==> config.mk <==
export PLATFORM = sky130hd
export DESIGN_NAME = instr_fetch_flat
export DESIGN_NICKNAME = d
export VERILOG_FILES = /design/src/rtl/fetch_pkg.sv /design/src/rtl/instr_fetch_if.sv /design/src/rtl/fetch_queue.sv /design/src/rtl/instr_fetch.sv /design/src/flat_wrapper.sv
export SDC_FILE = /design/constraint.sdc
export NUM_CORES = 1
export LEC_CHECK = 0
export ABC_AREA = 1
export BUFFER_PORTS_ARGS = -buffer_cell sky130_fd_sc_hd__clkbuf_2
export CAP_MARGIN = 15
export CORE_MARGIN = 3
export CORE_UTILIZATION = 54
export CTS_CLUSTER_DIAMETER = 60
export DETAILED_ROUTE_END_ITERATION = 8
export GPL_ROUTABILITY_DRIVEN = 0
export GPL_TIMING_DRIVEN = 1
export HOLD_SLACK_MARGIN = 0.1
export PLACE_DENSITY = 0.89
export RECOVER_POWER = 100
export SKIP_LAST_GASP = 1
export SYNTH_ARGS = -nofsm -noshare
export SYNTH_HDL_FRONTEND = slang
export SYNTH_SLANG_ARGS = --single-unit
==> constraint.sdc <==
create_clock -name clk -period 4.92 [get_ports clk]
set_input_delay 0.246 -clock clk [delete_from_list [all_inputs] [get_ports clk]]
set_output_delay 0.246 -clock clk [all_outputs]
set_load 0.005 [all_outputs]
==> src/rtl/fetch_pkg.sv <==
// rtl/fetch_pkg.sv - shared types and width helpers for the fetch front-end
// Purpose: default widths, the queue entry type and small width functions
// used by instr_fetch_if, fetch_queue and instr_fetch.
package fetch_pkg;

  localparam int FETCH_AW    = 32;  // default address width
  localparam int FETCH_ISIZE = 2;   // default log2 of instruction bytes

  // Instruction width in bits for a given log2 byte size.
  function automatic int iw(input int isize);
    return 8 << isize;
  endfunction

  // Width of the outstanding/drop counters: up to 2*depth in flight after
  // back-to-back flushes.
  function automatic int cnt_w(input int depth);
    return $clog2(2 * depth + 1);
  endfunction

  // One queue slot. Fields are sized for the default configuration; the
  // queue casts its port widths onto them.
  typedef struct packed {
    logic [FETCH_AW-1:0]        addr;
    logic [iw(FETCH_ISIZE)-1:0] data;
    logic                       filled;
  } fetch_entry_t;

endpackage

==> src/rtl/instr_fetch_if.sv <==
// rtl/instr_fetch_if.sv - memory request/response and decode handshake bundle
// Purpose: groups the fetch unit's memory port and decode port.
// master: fetch side (drives requests and instructions).
// slave : memory/decode side (drives ready, responses).
interface instr_fetch_if
  import fetch_pkg::*;
#(
  parameter int bits  = FETCH_AW,
  parameter int isize = FETCH_ISIZE
);
  localparam int IW = iw(isize);

  logic            mem_req_valid;
  logic            mem_req_ready;
  logic [bits-1:0] mem_req_addr;
  logic            mem_rsp_valid;
  logic [IW-1:0]   mem_rsp_data;
  logic            inst_valid;
  logic            inst_ready;
  logic [IW-1:0]   inst_data;
  logic [bits-1:0] inst_addr;

  modport master (
    output mem_req_valid, mem_req_addr,
    input  mem_req_ready,
    input  mem_rsp_valid, mem_rsp_data,
    output inst_valid, inst_data, inst_addr,
    input  inst_ready
  );

  modport slave (
    input  mem_req_valid, mem_req_addr,
    output mem_req_ready,
    output mem_rsp_valid, mem_rsp_data,
    input  inst_valid, inst_data, inst_addr,
    output inst_ready
  );

endinterface

==> src/rtl/fetch_queue.sv <==
// rtl/fetch_queue.sv - in-order ring of fetch entries with alloc/fill/read ports
// Purpose: alloc reserves a slot with its address, fill writes returned data
// into the oldest unfilled slot, read frees the oldest slot.
// Ports: clk, rst (async, high), i_clear (empty the ring next edge),
// i_alloc/i_alloc_addr, i_fill/i_fill_data, i_read,
// o_cnt (allocated minus consumed), o_filled/o_addr/o_data (slot at read).
module fetch_queue
  import fetch_pkg::*;
#(
  parameter int depth = 2,
  parameter int aw    = FETCH_AW,
  parameter int dw    = iw(FETCH_ISIZE)
) (
  input  logic                       clk,
  input  logic                       rst,
  input  logic                       i_clear,
  input  logic                       i_alloc,
  input  logic [aw-1:0]              i_alloc_addr,
  input  logic                       i_fill,
  input  logic [dw-1:0]              i_fill_data,
  input  logic                       i_read,
  output logic [$clog2(depth+1)-1:0] o_cnt,
  output logic                       o_filled,
  output logic [aw-1:0]              o_addr,
  output logic [dw-1:0]              o_data
);
  localparam int PW = $clog2(depth);
  localparam int CQ = $clog2(depth + 1);

  fetch_entry_t  r_ent [depth];
  logic [PW-1:0] r_alloc;
  logic [PW-1:0] r_fill;
  logic [PW-1:0] r_read;
  logic [CQ-1:0] r_cnt;

  always_ff @(posedge clk or posedge rst) begin
    if (rst) begin
      for (int i = 0; i < depth; i++) r_ent[i] <= '0;
      r_alloc <= '0;
      r_fill  <= '0;
      r_read  <= '0;
      r_cnt   <= '0;
    end else if (i_clear) begin
      for (int i = 0; i < depth; i++) r_ent[i] <= '0;
      r_alloc <= '0;
      r_fill  <= '0;
      r_read  <= '0;
      r_cnt   <= '0;
    end else begin
      if (i_alloc) begin
        r_ent[r_alloc].addr   <= FETCH_AW'(i_alloc_addr);
        r_ent[r_alloc].filled <= 1'b0;
        r_alloc               <= r_alloc + 1'b1;
      end
      // Placed after alloc: with a zero-latency memory the fill lands on the
      // slot being allocated in the same cycle and must win the filled bit.
      if (i_fill) begin
        r_ent[r_fill].data   <= i_fill_data;
        r_ent[r_fill].filled <= 1'b1;
        r_fill               <= r_fill + 1'b1;
      end
      if (i_read) begin
        r_ent[r_read].filled <= 1'b0;
        r_read               <= r_read + 1'b1;
      end
      r_cnt <= r_cnt + CQ'(i_alloc) - CQ'(i_read);
    end
  end

  assign o_cnt    = r_cnt;
  assign o_filled = r_ent[r_read].filled;
  assign o_addr   = aw'(r_ent[r_read].addr);
  assign o_data   = dw'(r_ent[r_read].data);

endmodule

==> src/rtl/instr_fetch.sv <==
// rtl/instr_fetch.sv - instruction fetch front-end: request credit, drop and flush
// Purpose: issues in-order reads at pc_addr, buffers returned words and hands
// them to decode; flush discards buffered and in-flight fetches.
// Ports: clk, rst (async, high), pc_addr (current pointer), pc_incr (request
// accepted), flush (redirect, same cycle as the pointer jump),
// bus (master: memory request/response and decode handshake).
module instr_fetch
  import fetch_pkg::*;
#(
  parameter int bits  = FETCH_AW,
  parameter int isize = FETCH_ISIZE,
  parameter int depth = 2
) (
  input  logic            clk,
  input  logic            rst,
  input  logic [bits-1:0] pc_addr,
  output logic            pc_incr,
  input  logic            flush,
  instr_fetch_if.master   bus
);
  localparam int IW = iw(isize);
  localparam int CW = cnt_w(depth);
  localparam int CQ = $clog2(depth + 1);

  logic [CQ-1:0] w_cnt;
  logic          w_filled;
  logic          w_fire;
  logic          w_deliver;
  logic          w_rsp_ok;
  logic          w_fill;
  logic [CW-1:0] r_out;
  logic [CW-1:0] r_drop;

  // Credit uses only the registered count, so a delivery never frees a slot
  // for a request in the same cycle.
  assign bus.mem_req_valid = !rst && !flush && (w_cnt < CQ'(depth));
  assign bus.mem_req_addr  = pc_addr;
  assign w_fire            = bus.mem_req_valid && bus.mem_req_ready;
  assign pc_incr           = w_fire;

  assign bus.inst_valid = !flush && w_filled;
  assign w_deliver      = bus.inst_valid && bus.inst_ready;

  // A response with nothing outstanding is ignored; a zero-latency response
  // to the request being accepted this cycle counts as outstanding.
  assign w_rsp_ok = bus.mem_rsp_valid && ((r_out != '0) || w_fire);
  assign w_fill   = w_rsp_ok && (r_drop == '0) && !flush;

  always_ff @(posedge clk or posedge rst) begin
    if (rst) begin
      r_out  <= '0;
      r_drop <= '0;
    end else if (flush) begin
      // Every fetch still in flight after this cycle is stale.
      r_out  <= r_out - CW'(w_rsp_ok);
      r_drop <= r_out - CW'(w_rsp_ok);
    end else begin
      r_out <= r_out + CW'(w_fire) - CW'(w_rsp_ok);
      if (w_rsp_ok && (r_drop != '0)) r_drop <= r_drop - CW'(1);
    end
  end

  fetch_queue #(
    .depth (depth),
    .aw    (bits),
    .dw    (IW)
  ) u_queue (
    .clk          (clk),
    .rst          (rst),
    .i_clear      (flush),
    .i_alloc      (w_fire),
    .i_alloc_addr (pc_addr),
    .i_fill       (w_fill),
    .i_fill_data  (bus.mem_rsp_data),
    .i_read       (w_deliver),
    .o_cnt        (w_cnt),
    .o_filled     (w_filled),
    .o_addr       (bus.inst_addr),
    .o_data       (bus.inst_data)
  );

endmodule

==> src/flat_wrapper.sv <==
// flat-port wrapper written by rule: the top's interface ports become plain ports
module instr_fetch_flat import fetch_pkg::*;
#(
  parameter int bits  = FETCH_AW,
  parameter int isize = FETCH_ISIZE,
  parameter int depth = 2
)
  (clk, rst, pc_addr, pc_incr, flush, bus_mem_req_valid, bus_mem_req_addr, bus_mem_req_ready, bus_mem_rsp_valid, bus_mem_rsp_data, bus_inst_valid, bus_inst_data, bus_inst_addr, bus_inst_ready);
  instr_fetch_if #(.bits(bits), .isize(isize)) bus_i ();
  input  logic clk;
  input  logic rst;
  input  logic [bits-1:0] pc_addr;
  output logic pc_incr;
  input  logic flush;
  output wire logic [$bits(bus_i.mem_req_valid)-1:0] bus_mem_req_valid;
  output wire logic [$bits(bus_i.mem_req_addr)-1:0] bus_mem_req_addr;
  input wire logic [$bits(bus_i.mem_req_ready)-1:0] bus_mem_req_ready;
  input wire logic [$bits(bus_i.mem_rsp_valid)-1:0] bus_mem_rsp_valid;
  input wire logic [$bits(bus_i.mem_rsp_data)-1:0] bus_mem_rsp_data;
  output wire logic [$bits(bus_i.inst_valid)-1:0] bus_inst_valid;
  output wire logic [$bits(bus_i.inst_data)-1:0] bus_inst_data;
  output wire logic [$bits(bus_i.inst_addr)-1:0] bus_inst_addr;
  input wire logic [$bits(bus_i.inst_ready)-1:0] bus_inst_ready;
  assign bus_mem_req_valid = bus_i.mem_req_valid;
  assign bus_mem_req_addr = bus_i.mem_req_addr;
  assign bus_i.mem_req_ready = bus_mem_req_ready;
  assign bus_i.mem_rsp_valid = bus_mem_rsp_valid;
  assign bus_i.mem_rsp_data = bus_mem_rsp_data;
  assign bus_inst_valid = bus_i.inst_valid;
  assign bus_inst_data = bus_i.inst_data;
  assign bus_inst_addr = bus_i.inst_addr;
  assign bus_i.inst_ready = bus_inst_ready;
  instr_fetch #(.bits(bits), .isize(isize), .depth(depth)) u_core (.clk(clk), .rst(rst), .pc_addr(pc_addr), .pc_incr(pc_incr), .flush(flush), .bus(bus_i));
endmodule
# ---- After elaboration in Yosys (flattened, before gate mapping)
# Index checks and enable logic that the tools add are counted.
# W data, S select, Z words.
dict set report op_classes {
  addsub 9
  mul 0
  div 0
  magnitude_cmp 7
  eq_ne 0
  n_shift 0
  n_mux 34
  bitwise 3
  reduce_logical 22
}
# op count
set op_table {}
lappend op_table {{$mux W130} 6}
lappend op_table {{$bwmux W130} 5}
lappend op_table {{$demux W65 S1} 5}
lappend op_table {{$mux W65} 4}
lappend op_table {{$mux W33} 1}
lappend op_table {{$logic_and A1 B1 Y1} 12}
lappend op_table {{$mux W1} 9}
lappend op_table {{$mux W3} 3}
lappend op_table {{$reduce_bool A2 Y1} 4}
lappend op_table {{$ge A2 B2 Y1 const B} 3}
lappend op_table {{$lt A2 B1 Y1 const B} 3}
lappend op_table {{$not A1 Y2} 3}
lappend op_table {{$reduce_bool A3 Y1} 2}
lappend op_table {{$sub A3 B1 Y3} 2}
lappend op_table {{$add A1 B1 Y1 const B} 3}
lappend op_table {{$add A3 B1 Y3} 1}
lappend op_table {{$logic_not A3 Y1} 1}
lappend op_table {{$sub A3 B1 Y3 const B} 1}
lappend op_table {{$add A2 B1 Y2} 1}
lappend op_table {{$logic_not A1 Y1} 2}
lappend op_table {{$lt A2 B2 Y1 const B} 1}
lappend op_table {{$mux W2} 1}
lappend op_table {{$sub A2 B1 Y2} 1}
lappend op_table {{$logic_or A1 B1 Y1} 1}
dict set report word_totals {
  reg_bits 141
  latch_bits 0
  ram_bits 0
  mem_bits_ro 0
  in_bits 70
  out_inout_bits 99
  word_cells 87
  n_memories 0
}

# ---- Longest topological paths before layout
dict set report depth {
  word_depth 16
  mapped_depth 12
  mapped_depth_nobuf 12
}

# ---- Cells and area by module
# Synthesis repeated with hierarchy kept, for this count alone.
dict set report unflattened {
  hier_cells 778
  area_unflattened_um2 6966.7
}
# module n_inst cells_per_inst area_each_um2 seq_area_each_um2
set modules_own_cells {}
lappend modules_own_cells {fetch_queue 1 683 6224.7 3378.2}
lappend modules_own_cells {instr_fetch 1 95 742.0 150.1}

# ---- Worst setup path after synthesis
# OpenSTA, ideal clock, no wires.
dict set report synth_timing {
  kind {input to register}
  start {in rst}
  end {reg u_core.r_out[2]}
  setup_ps 134
  arrival_time_ps 4926
  required_ps 4786
  setup_slack_ps -140
  stages 9
  path_buffers 0
  path_cell_list {inv_1 nand3_4 nand3_1 o21ai_0 ha_1 fa_1 xnor2_1 xnor2_1 o21ai_0}
}
dict set report synth_between {
  elab_chain_len 8
  elab_cells_between_ends 10
  cone_classes {add/sub: 3; mux: 1; reduce/logical: 6}
}
# item line
set synth_rtl {}
lappend synth_rtl {{from (decl)} flat_wrapper.sv:11} ;# input logic rst;
lappend synth_rtl {{$logic_not A1 Y1 (no line) (*)} n/a}
lappend synth_rtl {{$logic_and A1 B1 Y1 (*) (2 in series)} instr_fetch.sv:36} ;# assign bus.mem_req_valid = !rst && !flush && (w_cnt < CQ'(depth));
lappend synth_rtl {{$logic_and A1 B1 Y1 (*)} instr_fetch.sv:38} ;# assign w_fire = bus.mem_req_valid && bus.mem_req_ready;
lappend synth_rtl {{parallel branches: the longest is 3 deep, another holds $add A3 B1 Y3} n/a}
lappend synth_rtl {{$mux W3 (*)} instr_fetch.sv:53} ;# end else if (flush) begin
lappend synth_rtl {{to (signal assigned)} instr_fetch.sv:55} ;# r_out <= r_out - CW'(w_rsp_ok);
lappend synth_rtl {{to (signal assigned)} instr_fetch.sv:58} ;# r_out <= r_out + CW'(w_fire) - CW'(w_rsp_ok);
lappend synth_rtl {{to (decl)} instr_fetch.sv:31} ;# logic [CW-1:0] r_out;
# Mark *: on every way between the ends.
# A chain may end at the register's enable or synchronous reset.

# ---- Worst setup path after layout
dict set report layout_timing {
  start {reg u_core.u_queue.r_cnt[1] (netlist: u_core.u_queue.o_cnt[1])}
  end {reg u_core.u_queue.r_ent[121] (netlist name)}
}
dict set report layout_between {
  elab_chain_len 12
  elab_cells_between_ends 16
  cone_classes {order compare: 1; mux: 9; reduce/logical: 6}
}
# item line
set layout_rtl {}
lappend layout_rtl {{from (decl)} fetch_queue.sv:34} ;# logic [CQ-1:0] r_cnt;
lappend layout_rtl {{from (signal assigned)} fetch_queue.sv:66} ;# r_cnt <= r_cnt + CQ'(i_alloc) - CQ'(i_read);
lappend layout_rtl {{$lt A2 B2 Y1 (*)} instr_fetch.sv:36}
lappend layout_rtl {{$logic_and A1 B1 Y1 (*)} instr_fetch.sv:36}
lappend layout_rtl {{$logic_and A1 B1 Y1 (*)} instr_fetch.sv:38}
lappend layout_rtl {{$mux W130 / $logic_or A1 B1 Y1 (equally long branches)} {fetch_queue.sv:50, instr_fetch.sv:46}}
lappend layout_rtl {{$mux W130 / $logic_and A1 B1 Y1 (equally long branches)} {fetch_queue.sv:43, instr_fetch.sv:46}}
lappend layout_rtl {{$bwmux W130 / $logic_and A1 B1 Y1 (equally long branches)} {fetch_queue.sv:58, instr_fetch.sv:47}}
lappend layout_rtl {{$bwmux W130 / $logic_and A1 B1 Y1 (equally long branches)} {fetch_queue.sv:59, instr_fetch.sv:47}}
lappend layout_rtl {{$mux W130 (*)} fetch_queue.sv:57} ;# if (i_fill) begin
lappend layout_rtl {{$mux W130 (*)} fetch_queue.sv:43} ;# end else if (i_clear) begin
lappend layout_rtl {{$bwmux W130} fetch_queue.sv:63} ;# r_ent[r_read].filled <= 1'b0;
lappend layout_rtl {{$mux W130 (*)} fetch_queue.sv:62} ;# if (i_read) begin
lappend layout_rtl {{$mux W130 (*)} fetch_queue.sv:43}
lappend layout_rtl {{to (decl)} fetch_queue.sv:30} ;# fetch_entry_t r_ent [depth];
# Every way passes the cells marked *; elsewhere a longest branch is shown, timed or not. The select of a mux whose other input is x is not followed.

==> impl_table.tex <==
\begin{tabular}{lr}
\hline
Metric & Value \\
\hline
\multicolumn{2}{l}{\textbf{Drt}} \\
Post-detailed-route DRC marker count & 0 \\
Number of iterations in the first detailed-routing pass & 7 \\
Detailed-route via count & 6,122 \\
Overall routed net length & 17,400 µm \\
Post-DR wirelength/cell & 14.9 µm \\
Initial detailed-routing violation count & 553 \\
Post-route ant nets & 0 \\
Vias/cell & 5.25 \\
\multicolumn{2}{l}{\textbf{GRT}} \\
Maximum number of pins on one net before global-route repair & 99 \\
Aggregate global routing overflow & 0 \\
Vias in the first global route & 5,940 \\
Most congested layer reported by global routing & met2 \\
Wire length of the first global-routing pass & 27,900 µm \\
GRT Resource Usage Total & 24.4\% \\
Grt met3 use & 4.18\% \\
Met2 track utilization from global routing & 43.5\% \\
GR met1 Demand/Resource & 28.4\% \\
Antenna violations before repair & 0 \\
\multicolumn{2}{l}{\textbf{Critical path}} \\
CP Capture Type & register \\
Category of the worst setup path launch point & register \\
Required time at the endpoint of the critical path & 5.20 ns \\
Worst path arrival time & 3.52 ns \\
Biggest fanout along the worst timing path & 35 \\
Category of the most critical setup path & reg -> reg \\
\multicolumn{2}{l}{\textbf{Placement}} \\
Cell count after placement & 1,091 \\
IO Port Bufs & 168 \\
Worst setup slack after placement & 2.54 ns \\
Dpl hpwl & 9950 µm \\
\multicolumn{2}{l}{\textbf{Power and ir drop}} \\
Pwr dens & 397 mW/mm² \\
Leak Pwr & 4.48 nW \\
Worst voltage drop across the vdd grid & 218 µV \\
\multicolumn{2}{l}{\textbf{Timing}} \\
Post-route fraction of the period consumed by the critical path & 65.8\% \\
Clock Skews & 0.00810 ns \\
Highest clock rate & 309 MHz \\
Number of endpoints with negative hold slack in the final report & 0 \\
Max-slew violation count & 242 \\
Sum of negative setup slack & 0 ns \\
Final worst-path setup slack & 1.68 ns \\
Total setup violations reported at the end of the flow & 0 \\
RSZ-0062 raised after global routing & no \\
Headroom to the max-slew limit & -22.4\% \\
Final hold slack & 0.115 ns \\
Post-route minimum period & 3.24 ns \\
Transition time of the tightest slew-check pin & 1.83 ns \\
\multicolumn{2}{l}{\textbf{Finish}} \\
Fill cells & 977 \\
Number of cells in the finished layout apart from fillers & 1,167 \\
Nets@finish & 1,063 \\
Count of antenna diodes in the layout & 0 \\
Fraction of final layout cells with drive strength greater than 1 & 15.8\% \\
Signed area change from the synthesized netlist to the final layout & 21.9\% \\
\multicolumn{2}{l}{\textbf{Clock tree}} \\
Clock buffers created by TritonCTS & 17 \\
H-tree lvl count & 4 \\
Clock insertion delay at the later pin of the skew report & 0.41 ns \\
Number of gates given a new drive strength after cts & 0 \\
Deepest clock path buffer count & 2 \\
Clock transition at path regs & 0.06 ns \\
Clock root buffer & clkbuf\_16 \\
TritonCTS clock tree & done \\
Clock tree sinks & 141 \\
\multicolumn{2}{l}{\textbf{Synthesis}} \\
Post-synthesis register bit count & 141 \\
Synthesized cell area & 0.00676 mm² \\
Mean instance size in the synthesized netlist & 8.16 µm² \\
Count of cell types in the netlist & 30 \\
Synthesized netlist cell count & 828 \\
Sequential fraction of the synthesis area & 52.2\% \\
Warnings, synthesis & 0 \\
Syn\_nets & 905 \\
\multicolumn{2}{l}{\textbf{Outcome}} \\
Failing checks & max-capacitance violations, max-slew violations \\
Status & complete, but fails checks \\
\multicolumn{2}{l}{\textbf{Floorplanning}} \\
Die Width & 118 µm \\
Initial core utilization & 55.8\% \\
Total I/O pin count & 169 \\
Die Y & 118 µm \\
Area of the core & 0.0121 mm² \\
Std cell rows & 40 \\
Die outline area & 0.0139 mm² \\
\multicolumn{2}{l}{\textbf{Hold path}} \\
Path type of the worst min-delay path & in -> reg \\
\multicolumn{2}{l}{\textbf{Flow run}} \\
Max Cap Violations & 3 \\
\hline
\end{tabular}
-- timing repair --
action                    CTS  global route
hold buffers               44             0
hold endpoints to repair   74             0
setup buffers               0             0
-- registers in the layout, summed over array words and instances (netlist names) --
signal and count:
u_core.u_queue.o_cnt 2, u_core.u_queue.r_read 1, u_core.u_queue.r_fill 1, u_core.u_queue.r_alloc 1
u_core.u_queue.r_ent 130, u_core.r_out 3, u_core.r_drop 3
-- synth_stat cells, drive strengths merged --
cell / instances / area share [%]
and3: 1 / 0.093
clkinv: 1 / 0.055
dfrtp: 141 / 52
o22ai: 32 / 3.0
fa: 1 / 0.30
o21ai: 73 / 5.4
xnor2: 3 / 0.39
xor2: 1 / 0.13
nor2: 6 / 0.41
inv: 85 / 4.7
nor3: 1 / 0.074
nand4: 4 / 0.46
nand2: 351 / 20
ha: 6 / 1.1
clkbuf: 11 / 0.61
or2: 1 / 0.093
buf: 66 / 7.5
a21oi: 4 / 0.30
nand3: 40 / 3.2
-- critical path: stages (launching register included) --
cell     delay, ns
dfrtp_1       0.39
nor2_1        0.06
nand3_1       0.21
inv_1         0.11
nand2_1       0.88
nand2_1       1.01
o22ai_1       0.43
-- where the power goes --
part | switching [mW] | total, mW | internal (mW) | leakage (nW)
registers | 0.0608 | 1.33 | 1.27 | 1.94
clock network | 0.493 | 1.31 | 0.813 | 0.286
logic | 0.415 | 0.638 | 0.223 | 2.26
total | 0.968 | 3.27 | 2.30 | 4.48
-- metrics by stage --
stage	area, µm²	total power [mW]	util (%)
after floorplan	6760	1.78	-
after global routing	8240	3.42	68.0
final	8240	3.27	68.0
after detailed placement	7300	1.95	60.3
after CTS	8350	3.29	68.9
after global placement	7300	1.92	60.3
-- final timing paths --
path                                              to  cells after the start                     start  slack [ns]
setup / recovery           u_core.u_queue.r_ent[121]                      6   u_core.u_queue.o_cnt[1]        1.68
hold / removal             u_core.u_queue.r_ent[117]                      3               pc_addr[19]        0.11
setup reg to reg           u_core.u_queue.r_ent[121]                      6   u_core.u_queue.o_cnt[1]        1.68
hold reg to reg             u_core.u_queue.r_ent[10]                      2  u_core.u_queue.r_ent[10]        0.47
max in group asynchronous      u_core.u_queue.r_read                      4                       rst        2.47
min in group asynchronous    u_core.u_queue.r_ent[6]                      3                       rst        0.12
-- layout make-up --
type / instances / area [µm²] / share of cell area (%)
sequential: 141 / 3530 / 42.8
multi-input combinational: 524 / 2330 / 28.3
timing repair buffer: 216 / 1240 / 15.0
tap: 168 / 210 / 2.55
clock buffer: 19 / 443 / 5.38
clock inverter: 13 / 165 / 2.00
inverter: 86 / 324 / 3.93
-- logic make-up after synthesis --
kind of cell / synth area share [%]
buffers and inverters: 12.9
flip-flops: 52.2
adder cells (fa/ha/maj): 1.41
AO/OA/AOI/OAI: 8.66
XOR/XNOR: 0.518
AND/OR/NAND/NOR: 24.4
-- placed cells by master (no fill, tap or decap), types with 6 or more instances in the layout --
master	netlist	final
nand2_1	345	348
clkbuf_16	0	17
dfrtp_1	141	140
clkbuf_1	11	54
o21ai_0	51	72
o22ai_1	32	32
dlygate4sd3_1	0	44
ha_1	6	6
nand3_1	38	39
inv_1	80	82
clkbuf_2	0	115
-- routing by layer --
layer / wire (µm) / up-vias
li1: - / 2873
met1: 6710 / 2904
met2: 8970 / 268
met3: 968 / 77
met4: 731 / 0
met5: 0 / -
No activity file was read; power rests on OpenSTA's default activity.
